## config.mk

```make
export PLATFORM = sky130hd
export DESIGN_NAME = traffic_lamp_driver_flat
export DESIGN_NICKNAME = d
export VERILOG_FILES = /design/src/rtl/traffic_lamp_driver_if.sv /design/src/rtl/traffic_lamp_driver.sv /design/src/flat_wrapper.sv
export SDC_FILE = /design/constraint.sdc
export NUM_CORES = 1
export LEC_CHECK = 0
export CORE_MARGIN = 5
export CORE_UTILIZATION = 50
export CTS_CLUSTER_DIAMETER = 60
export DETAILED_ROUTE_END_ITERATION = 16
export PLACE_DENSITY_LB_ADDON = 0.05
export SLEW_MARGIN = 25
export SYNTH_ARGS = -nofsm -noshare
export SYNTH_HDL_FRONTEND = slang
export SYNTH_SLANG_ARGS = --single-unit
```

## constraint.sdc

```tcl
create_clock -name clk -period 2.7 [get_ports clk]
set_clock_uncertainty 0.2 [all_clocks]
set_input_delay 0.54 -clock clk [delete_from_list [all_inputs] [get_ports clk]]
set_output_delay 0.54 -clock clk [all_outputs]
set_load 0.05 [all_outputs]
```

## src/rtl/traffic_lamp_driver_if.sv

```systemverilog
// Signal bundle between the traffic sequencer and the lamp driver.
// Carries the four head codes, the fault-clear request, and the lamp enables plus fault flag.
interface traffic_lamp_driver_if;
    logic [2:0] h_car_traffic;
    logic [2:0] v_car_traffic;
    logic [2:0] h_walker_traffic;
    logic [2:0] v_walker_traffic;
    logic       fault_clear;
    logic [3:0] h_car_lamp;
    logic [3:0] v_car_lamp;
    logic [1:0] h_walker_lamp;
    logic [1:0] v_walker_lamp;
    logic       fault;

    modport master (
        output h_car_traffic, v_car_traffic, h_walker_traffic, v_walker_traffic, fault_clear,
        input  h_car_lamp, v_car_lamp, h_walker_lamp, v_walker_lamp, fault
    );

    modport slave (
        input  h_car_traffic, v_car_traffic, h_walker_traffic, v_walker_traffic, fault_clear,
        output h_car_lamp, v_car_lamp, h_walker_lamp, v_walker_lamp, fault
    );
endinterface

```

## src/rtl/traffic_lamp_driver.sv

```systemverilog
// Turns signal-state codes into per-lamp enables, with walker twinkle blink,
// a conflict/invalid-code monitor, safe all-red override and a latched flashing-red fault mode.
module traffic_lamp_driver #(
    parameter int unsigned BLINK_HALF   = 4,
    parameter int unsigned FAULT_FILTER = 2
) (
    input  logic                        clk,
    input  logic                        rst_n,
    traffic_lamp_driver_if.slave        bus
);
    localparam logic [2:0] C_RED     = 3'd0;
    localparam logic [2:0] C_GREEN   = 3'd1;
    localparam logic [2:0] C_YELLOW  = 3'd2;
    localparam logic [2:0] C_LEFT    = 3'd3;
    localparam logic [2:0] C_TWINKLE = 3'd4;

    localparam logic [3:0] CAR_SAFE  = 4'b0001;
    localparam logic [1:0] WALK_SAFE = 2'b01;

    typedef enum logic {ST_RUN, ST_FAULT} state_e;

    state_e     state, state_next;
    logic [3:0] conf_cnt, conf_next;
    logic [2:0] s_h_car, s_v_car, s_h_walker, s_v_walker;
    logic [7:0] blink_cnt;
    logic       phase;
    logic       bad;
    logic [3:0] h_car_d, v_car_d;
    logic [1:0] h_walker_d, v_walker_d;
    logic [3:0] h_car_q, v_car_q;
    logic [1:0] h_walker_q, v_walker_q;

    function automatic logic car_ok(input logic [2:0] c);
        return c <= C_LEFT;
    endfunction

    function automatic logic walk_ok(input logic [2:0] c);
        return (c == C_RED) || (c == C_GREEN) || (c == C_TWINKLE);
    endfunction

    function automatic logic [3:0] car_decode(input logic [2:0] c);
        case (c)
            C_GREEN:  return 4'b0100;
            C_YELLOW: return 4'b0010;
            C_LEFT:   return 4'b1001;
            default:  return CAR_SAFE;
        endcase
    endfunction

    function automatic logic [1:0] walk_decode(input logic [2:0] c, input logic ph);
        case (c)
            C_GREEN:   return 2'b10;
            C_TWINKLE: return {ph, 1'b0};
            default:   return WALK_SAFE;
        endcase
    endfunction

    always_ff @(posedge clk) begin
        if (!rst_n) begin
            s_h_car    <= C_RED;
            s_v_car    <= C_RED;
            s_h_walker <= C_RED;
            s_v_walker <= C_RED;
        end else begin
            s_h_car    <= bus.h_car_traffic;
            s_v_car    <= bus.v_car_traffic;
            s_h_walker <= bus.h_walker_traffic;
            s_v_walker <= bus.v_walker_traffic;
        end
    end

    // Shared by walker twinkle and fault flash so the two stay in step.
    always_ff @(posedge clk) begin
        if (!rst_n) begin
            blink_cnt <= '0;
            phase     <= 1'b1;
        end else if (blink_cnt == 8'(BLINK_HALF - 1)) begin
            blink_cnt <= '0;
            phase     <= ~phase;
        end else begin
            blink_cnt <= blink_cnt + 8'd1;
        end
    end

    always_comb begin
        bad = !car_ok(s_h_car) || !car_ok(s_v_car)
           || !walk_ok(s_h_walker) || !walk_ok(s_v_walker)
           || ((s_h_car != C_RED) && (s_v_car != C_RED))
           || ((s_h_car != C_RED) && (s_h_walker != C_RED))
           || ((s_v_car != C_RED) && (s_v_walker != C_RED));
    end

    always_ff @(posedge clk) begin
        if (!rst_n) begin
            state    <= ST_RUN;
            conf_cnt <= '0;
        end else begin
            state    <= state_next;
            conf_cnt <= conf_next;
        end
    end

    always_comb begin
        state_next = state;
        conf_next  = '0;
        case (state)
            ST_RUN: begin
                if (bad) begin
                    conf_next = conf_cnt + 4'd1;
                    if (conf_cnt == 4'(FAULT_FILTER - 1))
                        state_next = ST_FAULT;
                end
            end
            ST_FAULT: begin
                if (bus.fault_clear && !bad)
                    state_next = ST_RUN;
            end
            default: state_next = ST_RUN;
        endcase
    end

    always_comb begin
        h_car_d    = CAR_SAFE;
        v_car_d    = CAR_SAFE;
        h_walker_d = WALK_SAFE;
        v_walker_d = WALK_SAFE;
        case (state)
            ST_RUN: begin
                if (!bad) begin
                    h_car_d    = car_decode(s_h_car);
                    v_car_d    = car_decode(s_v_car);
                    h_walker_d = walk_decode(s_h_walker, phase);
                    v_walker_d = walk_decode(s_v_walker, phase);
                end
            end
            ST_FAULT: begin
                h_car_d    = {3'b000, phase};
                v_car_d    = {3'b000, phase};
                h_walker_d = '0;
                v_walker_d = '0;
            end
            default: ;
        endcase
    end

    always_ff @(posedge clk) begin
        if (!rst_n) begin
            h_car_q    <= CAR_SAFE;
            v_car_q    <= CAR_SAFE;
            h_walker_q <= WALK_SAFE;
            v_walker_q <= WALK_SAFE;
        end else begin
            h_car_q    <= h_car_d;
            v_car_q    <= v_car_d;
            h_walker_q <= h_walker_d;
            v_walker_q <= v_walker_d;
        end
    end

    assign bus.h_car_lamp    = h_car_q;
    assign bus.v_car_lamp    = v_car_q;
    assign bus.h_walker_lamp = h_walker_q;
    assign bus.v_walker_lamp = v_walker_q;
    assign bus.fault         = (state == ST_FAULT);
endmodule

```

## src/flat_wrapper.sv

```systemverilog
// flat-port wrapper written by rule: the top's interface ports become plain ports
module traffic_lamp_driver_flat 
#(
    parameter int unsigned BLINK_HALF   = 4,
    parameter int unsigned FAULT_FILTER = 2
)
  (clk, rst_n, bus_h_car_traffic, bus_v_car_traffic, bus_h_walker_traffic, bus_v_walker_traffic, bus_fault_clear, bus_h_car_lamp, bus_v_car_lamp, bus_h_walker_lamp, bus_v_walker_lamp, bus_fault);
  traffic_lamp_driver_if bus_i ();
  input  logic clk;
  input  logic rst_n;
  input wire logic [$bits(bus_i.h_car_traffic)-1:0] bus_h_car_traffic;
  input wire logic [$bits(bus_i.v_car_traffic)-1:0] bus_v_car_traffic;
  input wire logic [$bits(bus_i.h_walker_traffic)-1:0] bus_h_walker_traffic;
  input wire logic [$bits(bus_i.v_walker_traffic)-1:0] bus_v_walker_traffic;
  input wire logic [$bits(bus_i.fault_clear)-1:0] bus_fault_clear;
  output wire logic [$bits(bus_i.h_car_lamp)-1:0] bus_h_car_lamp;
  output wire logic [$bits(bus_i.v_car_lamp)-1:0] bus_v_car_lamp;
  output wire logic [$bits(bus_i.h_walker_lamp)-1:0] bus_h_walker_lamp;
  output wire logic [$bits(bus_i.v_walker_lamp)-1:0] bus_v_walker_lamp;
  output wire logic [$bits(bus_i.fault)-1:0] bus_fault;
  assign bus_i.h_car_traffic = bus_h_car_traffic;
  assign bus_i.v_car_traffic = bus_v_car_traffic;
  assign bus_i.h_walker_traffic = bus_h_walker_traffic;
  assign bus_i.v_walker_traffic = bus_v_walker_traffic;
  assign bus_i.fault_clear = bus_fault_clear;
  assign bus_h_car_lamp = bus_i.h_car_lamp;
  assign bus_v_car_lamp = bus_i.v_car_lamp;
  assign bus_h_walker_lamp = bus_i.h_walker_lamp;
  assign bus_v_walker_lamp = bus_i.v_walker_lamp;
  assign bus_fault = bus_i.fault;
  traffic_lamp_driver #(.BLINK_HALF(BLINK_HALF), .FAULT_FILTER(FAULT_FILTER)) u_core (.clk(clk), .rst_n(rst_n), .bus(bus_i));
endmodule
```

* After elaboration in Yosys (flattened, before gate mapping)
Cells that the tools add are included.
** Operators by class
- $add $sub $neg :: 2
- Magnitude comparators :: 2
- Equality and inequality tests :: 12
- Muxes and demuxes :: 16
- Bitwise logic cells :: 4
- Reductions and logical operators :: 27
** Operators by type and width (count)
- $pmux 4 s3 :: 2
- $pmux 2 s2 :: 4
- $pmux 4 s2 :: 2
- $eq 3x1->1 const B :: 4
- $eq 3x2->1 const B :: 4
- $reduce_bool 3->1 :: 4
- $logic_or 1x1->1 :: 10
- $add 8x1->8 const B :: 1
- $eq 8x2->1 const B :: 1
- $mux 4 :: 2
- $eq 3x3->1 const B :: 2
- $le 3x2->1 const B :: 2
- $logic_not 3->1 :: 2
- $logic_not 1->1 :: 5
- $add 4x1->4 const B :: 1
- $eq 4x1->1 const B :: 1
- $logic_and 1x1->1 :: 4
- $mux 2 :: 2
- $not 1->1 :: 4
- $mux 1 :: 3
- $reduce_or 3->1 :: 1
- $pmux 1 s2 :: 1
- $reduce_or 2->1 :: 1
** Storage, ports and cells
- Bits in registers :: 38

* Logic depth before layout (Yosys ltp)
Gate-level depths: netlist of the first run.
- Word-level depth :: 13
- Depth in mapped cells :: 5
- Gate-level depth less buffers :: 5

* Least setup slack after synthesis of the first run
No wires, ideal clock.
- Path type :: register -> register
- Start :: reg u_core.s_v_car[2]
- End :: reg u_core.state, in the netlist u_core.bus.fault
- Setup time :: 0.135 ns
- Arrival :: 1.255 ns
- Data required time :: 2.365 ns
- Slack :: 1.110 ns
- Cell stages (with the launch flop) :: 5
- Path buffers :: 0
- Cell sequence :: dfxtp_1 > nor4_1 > o211ai_2 > o311ai_0 > o21ai_0
** On the way
- Word-level cells in the longest chain between the ends :: 12
- Elaborated cells between the ends (all ways) :: 16
- Those cells by class :: order compare: 1; mux: 3; reduce/logical: 12
** Ends and longest elaborated chain
- start: declaration :: line traffic_lamp_driver.sv:24 : logic [2:0] s_h_car, s_v_car, s_h_walker, s_v_walker;
- start signal: assignment :: line traffic_lamp_driver.sv:66 : s_v_car <= bus.v_car_traffic;
- $le 3x2->1 :: line traffic_lamp_driver.sv:34 : return c <= C_LEFT;
- $logic_not 1->1 :: line traffic_lamp_driver.sv:86 : bad = !car_ok(s_h_car) || !car_ok(s_v_car)
- $logic_or 1x1->1 :: line traffic_lamp_driver.sv:86
- $logic_or 1x1->1 (2 in series) :: line traffic_lamp_driver.sv:87 : || !walk_ok(s_h_walker) || !walk_ok(s_v_walker)
- $logic_or 1x1->1 :: line traffic_lamp_driver.sv:88 : || ((s_h_car != C_RED) && (s_v_car != C_RED))
- $logic_or 1x1->1 :: line traffic_lamp_driver.sv:89 : || ((s_h_car != C_RED) && (s_h_walker != C_RED))
- $logic_or 1x1->1 (*) :: line traffic_lamp_driver.sv:90 : || ((s_v_car != C_RED) && (s_v_walker != C_RED));
- $logic_not 1->1 :: line traffic_lamp_driver.sv:115 : if (bus.fault_clear && !bad)
- $logic_and 1x1->1 :: line traffic_lamp_driver.sv:115
- $mux 1 :: line traffic_lamp_driver.sv:115
- $pmux 1 s2 (*) :: line traffic_lamp_driver.sv:106 : case (state)
- end signal: assignment :: line traffic_lamp_driver.sv:98 : state <= state_next;
- end: declaration :: line traffic_lamp_driver.sv:22 : state_e state, state_next;
Mark *: on every way between the ends. The rest lies on a longest branch, timed or not.
A chain may end at the register's enable or synchronous reset.

* Final worst setup path of the first run
- Start :: reg u_core.state, in the netlist u_core.bus.fault
- End :: out bus_fault
** RTL lines
- end: declaration :: line flat_wrapper.sv:20 : output wire logic [$bits(bus_i.fault)-1:0] bus_fault;
No word-level cell between the ends.

==> metrics.cfg, run 1 <==
[cts]
cts_tree=built
cts_setup_buffers=0
cts-root-buf=clkbuf_4
cts_hold_repair.buffers=0
cts_buffers=5
clock_latency_ps=350
clock_sinks=38
cts_resized=0
cts.htree.levels=2
clk_pin_slew_worst_paths_ps=110
clock_path_buffers=2

[critical_path]
worstPathRequired_ps=1960
worst_path_dominant_cell_family=buffers and inverters
max_stage_delay_ps=840
crit_chain=clkdlybuf4s50_1
cp_data_arrival_time_ps=1620
cp-start-kind=flip-flop
critPathMaxFanout=8
path_class=reg2out
crit_slowest_cell=clkdlybuf4s50_1
end_kind=output port
path_buf_inv=1

[power]
ir_worst_vdd_mv=0.491
power_frac_comb_pct=13.9
p_clk_share_pct=32.5
p_per_area_mw_per_mm2=662
power.internal_mw=0.858
power_mw=1.16
power.leakage_nw=0.688
power_frac_seq_pct=53.6
swShare_pct=26.2
switchingPower_mw=0.304

[global_routing]
grt.overflow.total=0
track_usage_pct=13.4
grt_pass1_vias=969
grt_pass1_wl_um=4150
grt_max_degree=21
antenna_found_initial=0

[routing]
antenna_left=0
drc=0
drtPass1Iterations=4
drtIter0Drc=15
totalWireLength_um=2440
post_drt_via_cell_ratio=5.16
wire_per_inst_um=12.3
vias=1022

[timing]
setup_viol=0
fin_crit_ps=2360
fin_crit_sh_pct=87.5
worst_pin_slew_ps=664
maxSlewViolCount=0
timing.slew.headroom_pct=55.7
grt_setup_unrepaired=false
whs_ps=263
hold_violations=0
fin_setup_tns_ps=0
finalWorstSetupSlack_ps=338
fmax_ghz=0.423

[placed_design]
dp_slack_ps=717
placed_cell_area_mm2=0.00168
dp_hpwl_um=1770
place_inst=190
io_buffers=27
gp_congestion=0.852

[die]
rows=19
die_area_mm2=0.00388
core_mm2=0.00269
start_util_pct=50.9
dieHeight_um=62.3
die_w_um=62.3
ios=28

[synth]
synth-warning-count=0
ys_types=28
synthCells=133
syn_area_per_cell_um2=10.3
postSynthNetCount=151
yosysSeqAreaShare_pct=55.6
synth_area_mm2=0.00137
ys_ff_latch=38

[flow_run]
maxCapViolCount=0

[layout]
num-fill-cells=218
fin_nets=184
drive_gt1_share_pct=7.19
multiInputGateArea_um2=592
num_antenna_cells=0
finish.instance_area_mm2=0.00175
area_growth_pct=28.3
fin_util_pct=65.3
stdcell_count=198
seq_area_um2=761

[worst_hold_path]
hold_class=reg2reg

[run_status]
status=finished, final reports clean

[layout by cell type, fill, tap and decap left out, drive strengths merged, types with 2 or more instances in the layout]
cell,count
ha,3
o21ai,5
nor3,10
xor2,6
clkdlybuf4s50,27
xnor2,5
nor4,5
nand2,3
and3b,2
dfxtp,38
a21oi,3
nand3,6
and2,12
and3,5
nor3b,2
clkbuf,5
nor2b,4
nor2,12
inv,2
clkinv,2
[layout make-up]
type / instances / area share [%]
well taps: 31 / 2.21
clock buffers: 5 / 2.14
clock inverters: 3 / 2.28
repair buffers: 28 / 15.8
multi-input cells: 91 / 33.7
flip-flops and latches: 38 / 43.4
inverters: 2 / 0.428
[per-layer routing]
layer	vias up	wire length (um)	global-route usage, %	share of wire [%]
met5	-	0	0	0
met4	0	51	6.37	2.1
met2	23	1170	21.8	48
li1	526	-	-	-
met1	467	1040	14.0	43
met3	6	171	7.21	7.0
[Yosys cell counts (all sizes together)]
| cell type | count | share of area (%) |
|---|---|---|
| a21boi | 1 | 0.55 |
| a21oi | 3 | 1.1 |
| a22oi | 1 | 0.55 |
| and2 | 12 | 5.5 |
| and3 | 5 | 2.4 |
| and3b | 2 | 1.3 |
| and4b | 1 | 0.73 |
| and4bb | 1 | 0.91 |
| clkbuf | 2 | 0.55 |
| dfxtp | 38 | 56 |
| ha | 3 | 2.7 |
| inv | 2 | 0.55 |
| nand2 | 3 | 0.82 |
| nand2b | 1 | 0.46 |
| nand3 | 6 | 2.2 |
| nor2 | 12 | 3.3 |
| nor2b | 4 | 1.8 |
| nor3 | 10 | 4.5 |
| nor3b | 2 | 1.1 |
| nor4 | 5 | 2.3 |
| nor4b | 1 | 0.64 |
| o211ai | 1 | 0.91 |
| o21ai | 5 | 1.8 |
| o311ai | 1 | 0.64 |
| xnor2 | 5 | 3.2 |
| xor2 | 6 | 3.8 |
[worst paths after layout]
check                      start                        to  slack [ps]  cells past startpoint
max             u_core.bus.fault                 bus_fault         340                      1
min          u_core.blink_cnt[0]       u_core.blink_cnt[0]         260                      1
max reg2reg    u_core.s_v_car[2]  u_core.bus.v_car_lamp[1]         840                      4
min reg2reg  u_core.blink_cnt[0]       u_core.blink_cnt[0]         260                      1
[registers in the layout (all words and copies together), names as in the netlist]
register	cells
u_core.s_h_walker	3
u_core.bus.v_car_lamp	4
u_core.bus.h_walker_lamp	2
u_core.s_v_walker	3
u_core.s_h_car	3
u_core.conf_cnt	4
u_core.bus.fault	1
u_core.phase	1
u_core.blink_cnt	8
u_core.s_v_car	3
u_core.bus.h_car_lamp	4
u_core.bus.v_walker_lamp	2
[power groups by stage]
stage | combinational [mW] | sequential, mW | clock, mW
global placement | 0.160 | 0.634 | 0
global route | 0.174 | 0.630 | 0.421
detailed placement | 0.163 | 0.636 | 0
floorplan | 0.0669 | 0.670 | 0
finish | 0.161 | 0.623 | 0.378
CTS | 0.163 | 0.623 | 0.389
[logic make-up after synthesis]
family                   count (synthesis)  share of synthesized area, %
adder cells (fa/ha/maj)                  3                          2.75
XOR/XNOR                                11                          7.04
AO/OA/AOI/OAI                           12                          5.58
flip-flops                              38                          55.6
AND/OR/NAND/NOR                         65                          27.9
buffers and inverters                    4                          1.10
Note: power is estimated with default switching activity, not from simulation.
==> inputs of run 2 (changes only) <==
Settings changed: CORE_UTILIZATION 50 to 49.
Clock period 2.7 ns to 2.3 ns, I/O delays scaled along.
==> run 2 against run 1 <==
Against the previous run: count of clock-buffer cells in the layout increased by 2; hold slack got worse by 12 ps; first-iteration DRC count decreased by 33%; register-to-register slack got worse by 390 ps; sequential power increased by 17%; critical path type unchanged; largest power group unchanged.
==> metrics.cfg, run 2 (synthesis gave the netlist of run 1 again) <==
[placed_design]
place_inst=190  ; unchanged
io_buffers=27  ; unchanged
placed_cell_area_mm2=0.00168  ; unchanged
dp_slack_ps=374  ; -343 ps
gp_congestion=0.821  ; -3.6%
dp_hpwl_um=1900  ; +7.2%

[routing]
totalWireLength_um=2540  ; +4.4%
drc=0  ; unchanged
antenna_left=0  ; unchanged
post_drt_via_cell_ratio=5.16  ; about the same
vias=1021  ; -0.098%
drtIter0Drc=10  ; -5
drtPass1Iterations=4  ; unchanged
wire_per_inst_um=12.8  ; +4.4%

[layout]
final_common_cell=dfxtp_1
regMostFlops=u_core.blink_cnt
stdcell_count=198  ; unchanged
seq_area_um2=761  ; unchanged
most-common-layout-cells=dfxtp_1 (38), clkdlybuf4s50_1 (26), nor2_1 (12), and2_1 (12), nor3_1 (9)
num-fill-cells=240  ; +10%
finish.instance_area_mm2=0.00174  ; -1.1%
multiInputGateArea_um2=592  ; unchanged
fin_util_pct=64.0  ; -1.3 points
drive_gt1_share_pct=6.59  ; -0.60 points
largest_reg_flops=8  ; unchanged
area_growth_pct=26.9
num_antenna_cells=0  ; unchanged
fin_nets=184  ; unchanged

[critical_path]
crit_slowest_cell=clkdlybuf4s50_1
cp-startpoint=u_core.bus.v_car_lamp[0]
max_stage_delay_ps=800  ; -40 ps
cp-start-kind=flip-flop
r2r-start=u_core.s_v_car[2]
path_buf_inv=1  ; unchanged
worst_path_dominant_cell_family=buffers and inverters
crit_chain=clkdlybuf4s50_1
cp_data_arrival_time_ps=1460  ; -160 ps
path_class=reg2out
end_kind=output port
critPathMaxFanout=1  ; -7
worstPathRequired_ps=1640  ; -320 ps

[global_routing]
grt_pass1_wl_um=4360  ; +5.0%
track_usage_pct=14.1  ; +0.76 points
grt_max_degree=21  ; unchanged
grt.overflow.total=0  ; unchanged
antenna_found_initial=0  ; unchanged
grt_pass1_vias=1021  ; +5.4%

[timing]
worst_pin_slew_ps=673  ; +8.94 ps
fin_setup_tns_ps=0  ; unchanged
fin_crit_ps=2120
maxSlewViolCount=0  ; unchanged
finalWorstSetupSlack_ps=182  ; -156 ps
whs_ps=251  ; -11.8 ps
grt_setup_unrepaired=false
hold_violations=0  ; unchanged
fin_crit_sh_pct=92.1
fmax_ghz=0.472
timing.slew.headroom_pct=55.1  ; -0.60 points
setup_viol=0  ; unchanged

[power]
ir_worst_vdd_mv=0.618  ; +26%
power_frac_comb_pct=15.0  ; +1.1 points
p_clk_share_pct=27.2  ; -5.3 points
power_mw=1.27  ; +8.9%
switchingPower_mw=0.338  ; +11%
power.leakage_nw=0.682  ; -0.89%
swShare_pct=26.7  ; +0.53 points
p_per_area_mw_per_mm2=729  ; +10%
power_frac_seq_pct=57.8  ; +4.2 points
power.internal_mw=0.927  ; +8.2%

[die]
start_util_pct=50.5  ; -0.45 points
die_area_mm2=0.00395  ; +1.7%
core_mm2=0.00271  ; +0.88%
rows=19  ; unchanged
dieHeight_um=62.8  ; +0.85%
die_w_um=62.8  ; +0.85%
ios=28  ; unchanged

[cts]
clock_path_buffers=2  ; unchanged
cts_setup_buffers=0  ; unchanged
clock_sinks=38  ; unchanged
clk_pin_slew_worst_paths_ps=100  ; about the same
cts.htree.levels=2  ; unchanged
cts_buffers=5  ; unchanged
cts_tree=built
cts_hold_repair.buffers=0  ; unchanged
cts-root-buf=clkbuf_4
clock_latency_ps=330  ; -20 ps
cts_resized=1  ; +1

[run_status]
status=finished, final reports clean

[flow_run]
maxCapViolCount=0  ; unchanged

[worst_hold_path]
hp-start=u_core.blink_cnt[0]
hold_class=reg2reg

## run 2: cell count changes in the layout (fill, tap and decap cells not counted)
cell	before	now
dlygate4sd2_1	0	1
clkbuf_8	0	1
clkbuf_1	0	1
clkinv_2	2	1
clkdlybuf4s50_1	27	26
bufinv_16	1	0
## run 2: metal layers
layer | GRT usage, % | vias to the layer above | share of wire, %
met1 | 15.6 | 462 | 43
met5 | 0 | - | 0
met4 | 5.31 | 0 | 0.67
met3 | 7.91 | 2 | 7.2
li1 | - | 523 | -
met2 | 22.5 | 34 | 49
## run 2: worst paths after layout
| kind | end | slack (ps) | depth (start not counted) |
|---|---|---|---|
| setup / recovery | bus_v_car_lamp[0] | 180 | 1 |
| hold / removal | u_core.blink_cnt[0] | 250 | 1 |
| setup reg to reg | u_core.bus.fault | 450 | 4 |
| hold reg to reg | u_core.blink_cnt[0] | 250 | 1 |
## run 2: cell type report
cell class,instances,share of cell area (%)
flip-flops and latches,38,43.8
multi-input cells,91,34.1
repair buffers,28,15.9
clock buffers,7,3.17
well taps,31,2.24
inverters,2,0.433
clock inverters,1,0.288
## run 2: power groups by stage
| stage | combinational, mW | sequential (mW) | clock, mW |
|---|---|---|---|
| global placement | 0.188 | 0.745 | 0 |
| detailed placement | 0.193 | 0.747 | 0 |
| floorplan | 0.0785 | 0.786 | 0 |
| finish | 0.189 | 0.732 | 0.344 |
| global route | 0.208 | 0.739 | 0.395 |
| CTS | 0.192 | 0.732 | 0.362 |
==> inputs of run 3 (changes only) <==
Settings changed: CAP_MARGIN set to 15, CELL_PAD_IN_SITES_DETAIL_PLACEMENT set to 1, CELL_PAD_IN_SITES_GLOBAL_PLACEMENT set to 1, CORE_UTILIZATION 49 to 38.
==> run 3 against run 2 <==
Against the previous run: global-route usage is 1.6 points lower; sequential share of layout area is 0.47 points lower; core utilization is 13 points lower; critical path type unchanged; first-iteration DRC count grew to 2.5 times the previous value; flip-flop and latch count stayed put; critical endpoint is now bus_v_walker_lamp[1]; final cell count is 7.6% higher; total power is 1.0% higher; fmax is 1.2% lower; cell area is 1.1% higher; die area is 24% higher; setup slack worse by 26 ps.
==> metrics.cfg, run 3 (synthesis gave the netlist of run 1 again) <==
[routing]
post_drt_via_cell_ratio=4.90  ; -5.0%
drtIter0Drc=25  ; +15
antenna_left=0  ; unchanged
drc=0  ; unchanged
totalWireLength_um=2860  ; +12%
drtPass1Iterations=2  ; -2
wire_per_inst_um=13.4  ; +4.5%
vias=1043  ; +2.2%

[global_routing]
grt.overflow.total=0  ; unchanged
antenna_found_initial=0  ; unchanged
grt_pass1_vias=1124  ; +10%
grtUsageMet1_pct=12.2  ; -3.4 points
grt_pass1_wl_um=4860  ; +12%
track_usage_pct=12.5  ; -1.6 points
grt_busiest_layer=met2
grt_max_degree=21  ; unchanged
grt.met2_usage_pct=22.7  ; +0.13 points
gr-usage-met3_pct=5.74  ; -2.2 points

[layout]
largest_reg_flops=8  ; unchanged
most-common-layout-cells=dfxtp_1 (38), clkdlybuf4s50_1 (26), nor2_1 (12), and2_1 (12), nor3_1 (9)
regMostFlops=u_core.blink_cnt
drive_gt1_share_pct=6.59  ; unchanged
num_antenna_cells=0  ; unchanged
final_common_cell=dfxtp_1
area_growth_pct=28.3
fin_nets=184  ; unchanged

[die]
die_area_mm2=0.00490  ; +24%
ios=28  ; unchanged
start_util_pct=40.0  ; -10 points
dieHeight_um=70.0  ; +11%
core_mm2=0.00342  ; +26%
die_w_um=70.0  ; +11%
rows=21  ; +2

[critical_path]
cp_data_arrival_time_ps=1480  ; +20 ps
crit_slowest_cell=clkdlybuf4s50_1
cp-startpoint=u_core.bus.v_walker_lamp[1]
max_stage_delay_ps=800  ; about the same
critPathMaxFanout=1  ; unchanged
crit_chain=clkdlybuf4s50_1
worst_path_dominant_cell_family=buffers and inverters
worstPathRequired_ps=1640  ; about the same
end_kind=output port
path_class=reg2out
cp-start-kind=flip-flop
path_buf_inv=1  ; unchanged
r2r-start=u_core.s_v_car[2]

[placed_design]
dp_hpwl_um=2270  ; +19%
gp_congestion=0.819  ; -0.26%
io_buffers=27  ; unchanged

[timing]
grt_setup_unrepaired=false
fin_setup_tns_ps=0  ; unchanged
maxSlewViolCount=0  ; unchanged
hold_violations=0  ; unchanged
whs_ps=261  ; +9.65 ps
fin_crit_ps=2140  ; +25.7 ps
timing.slew.headroom_pct=54.5  ; -0.64 points
setup_viol=0  ; unchanged
worst_pin_slew_ps=683  ; +9.61 ps
fmax_ghz=0.466  ; -1.2%
fin_crit_sh_pct=93.2  ; +1.1 points

[cts]
clk_pin_slew_worst_paths_ps=100  ; about the same
cts-root-buf=clkbuf_4
cts_tree=built
cts.htree.levels=2  ; unchanged
clock_path_buffers=2  ; unchanged
cts_buffers=5  ; unchanged
cts_setup_buffers=0  ; unchanged
clock_latency_ps=340  ; about the same
clock_sinks=38  ; unchanged

[power]
p_per_area_mw_per_mm2=729  ; about the same
p_clk_share_pct=27.6  ; +0.4 points
power_frac_seq_pct=57.3  ; -0.5 points
switchingPower_mw=0.351  ; +3.7%
power_frac_comb_pct=15.1  ; about the same
power.internal_mw=0.928  ; about the same
ir_worst_vdd_mv=0.468  ; -24%
power.leakage_nw=0.682  ; unchanged
swShare_pct=27.4  ; +0.70 points

[worst_hold_path]
hold_class=reg2reg
hp-start=u_core.blink_cnt[0]

[flow_run]
maxCapViolCount=0  ; unchanged

[run_status]
status=finished, final reports clean

==> run 3: cell counts in the layout (fill, tap and decap cells not counted) <==
No cell type changed its count.
==> run 3: worst paths after layout <==
path | end | slack, ps | depth (start not counted)
max reg2reg | u_core.conf_cnt[3] | 440 | 4
min reg2reg | u_core.blink_cnt[0] | 260 | 1
max | bus_v_walker_lamp[1] | 160 | 1
min | u_core.blink_cnt[0] | 260 | 1
==> run 3: what timing repair did <==
action / in CTS / in global routing
hold buffers: 0 / 0
endpoints found under the setup margin: 1 / 0
resized for setup: 1 / 0
==> run 3: cell type report <==
cell class	count	area, um2
Clock buffer	7	55.1
Fill cell	399	1660
Tap cell	46	57.6
Multi-Input combinational cell	91	592
Sequential cell	38	761
Clock inverter	1	5.00
Inverter	2	7.51
Timing Repair Buffer	28	277
==> run 3: per-layer routing <==
layer / wire [um] / vias to the layer above
met4: 34 / 0
met2: 1490 / 21
met5: 0 / -
met3: 155 / 7
li1: - / 526
met1: 1170 / 489
==> run 3: power groups by stage <==
stage | logic, mW | registers (mW) | clock network (mW)
floorplan | 0.0785 | 0.786 | 0
global placement | 0.189 | 0.745 | 0
detailed placement | 0.197 | 0.749 | 0
CTS | 0.195 | 0.733 | 0.370
global route | 0.207 | 0.738 | 0.397
finish | 0.193 | 0.733 | 0.353
==> run 3: metrics by stage <==
| step | cells | util, % | setup slack [ps] | area [um2] | power [mW] |
|---|---|---|---|---|---|
| final | 213 | 51.4 | 156 | 1750 | 1.28 |
| after detailed placement | 205 | 49.6 | 386 | 1700 | 0.945 |
| after global placement | 205 | 49.6 | 402 | 1700 | 0.935 |
| after global routing | 213 | 51.4 | 90.6 | 1750 | 1.34 |
| after CTS | 213 | 51.4 | 120 | 1750 | 1.30 |
| after floorplan | 133 | - | 710 | 1370 | 0.865 |
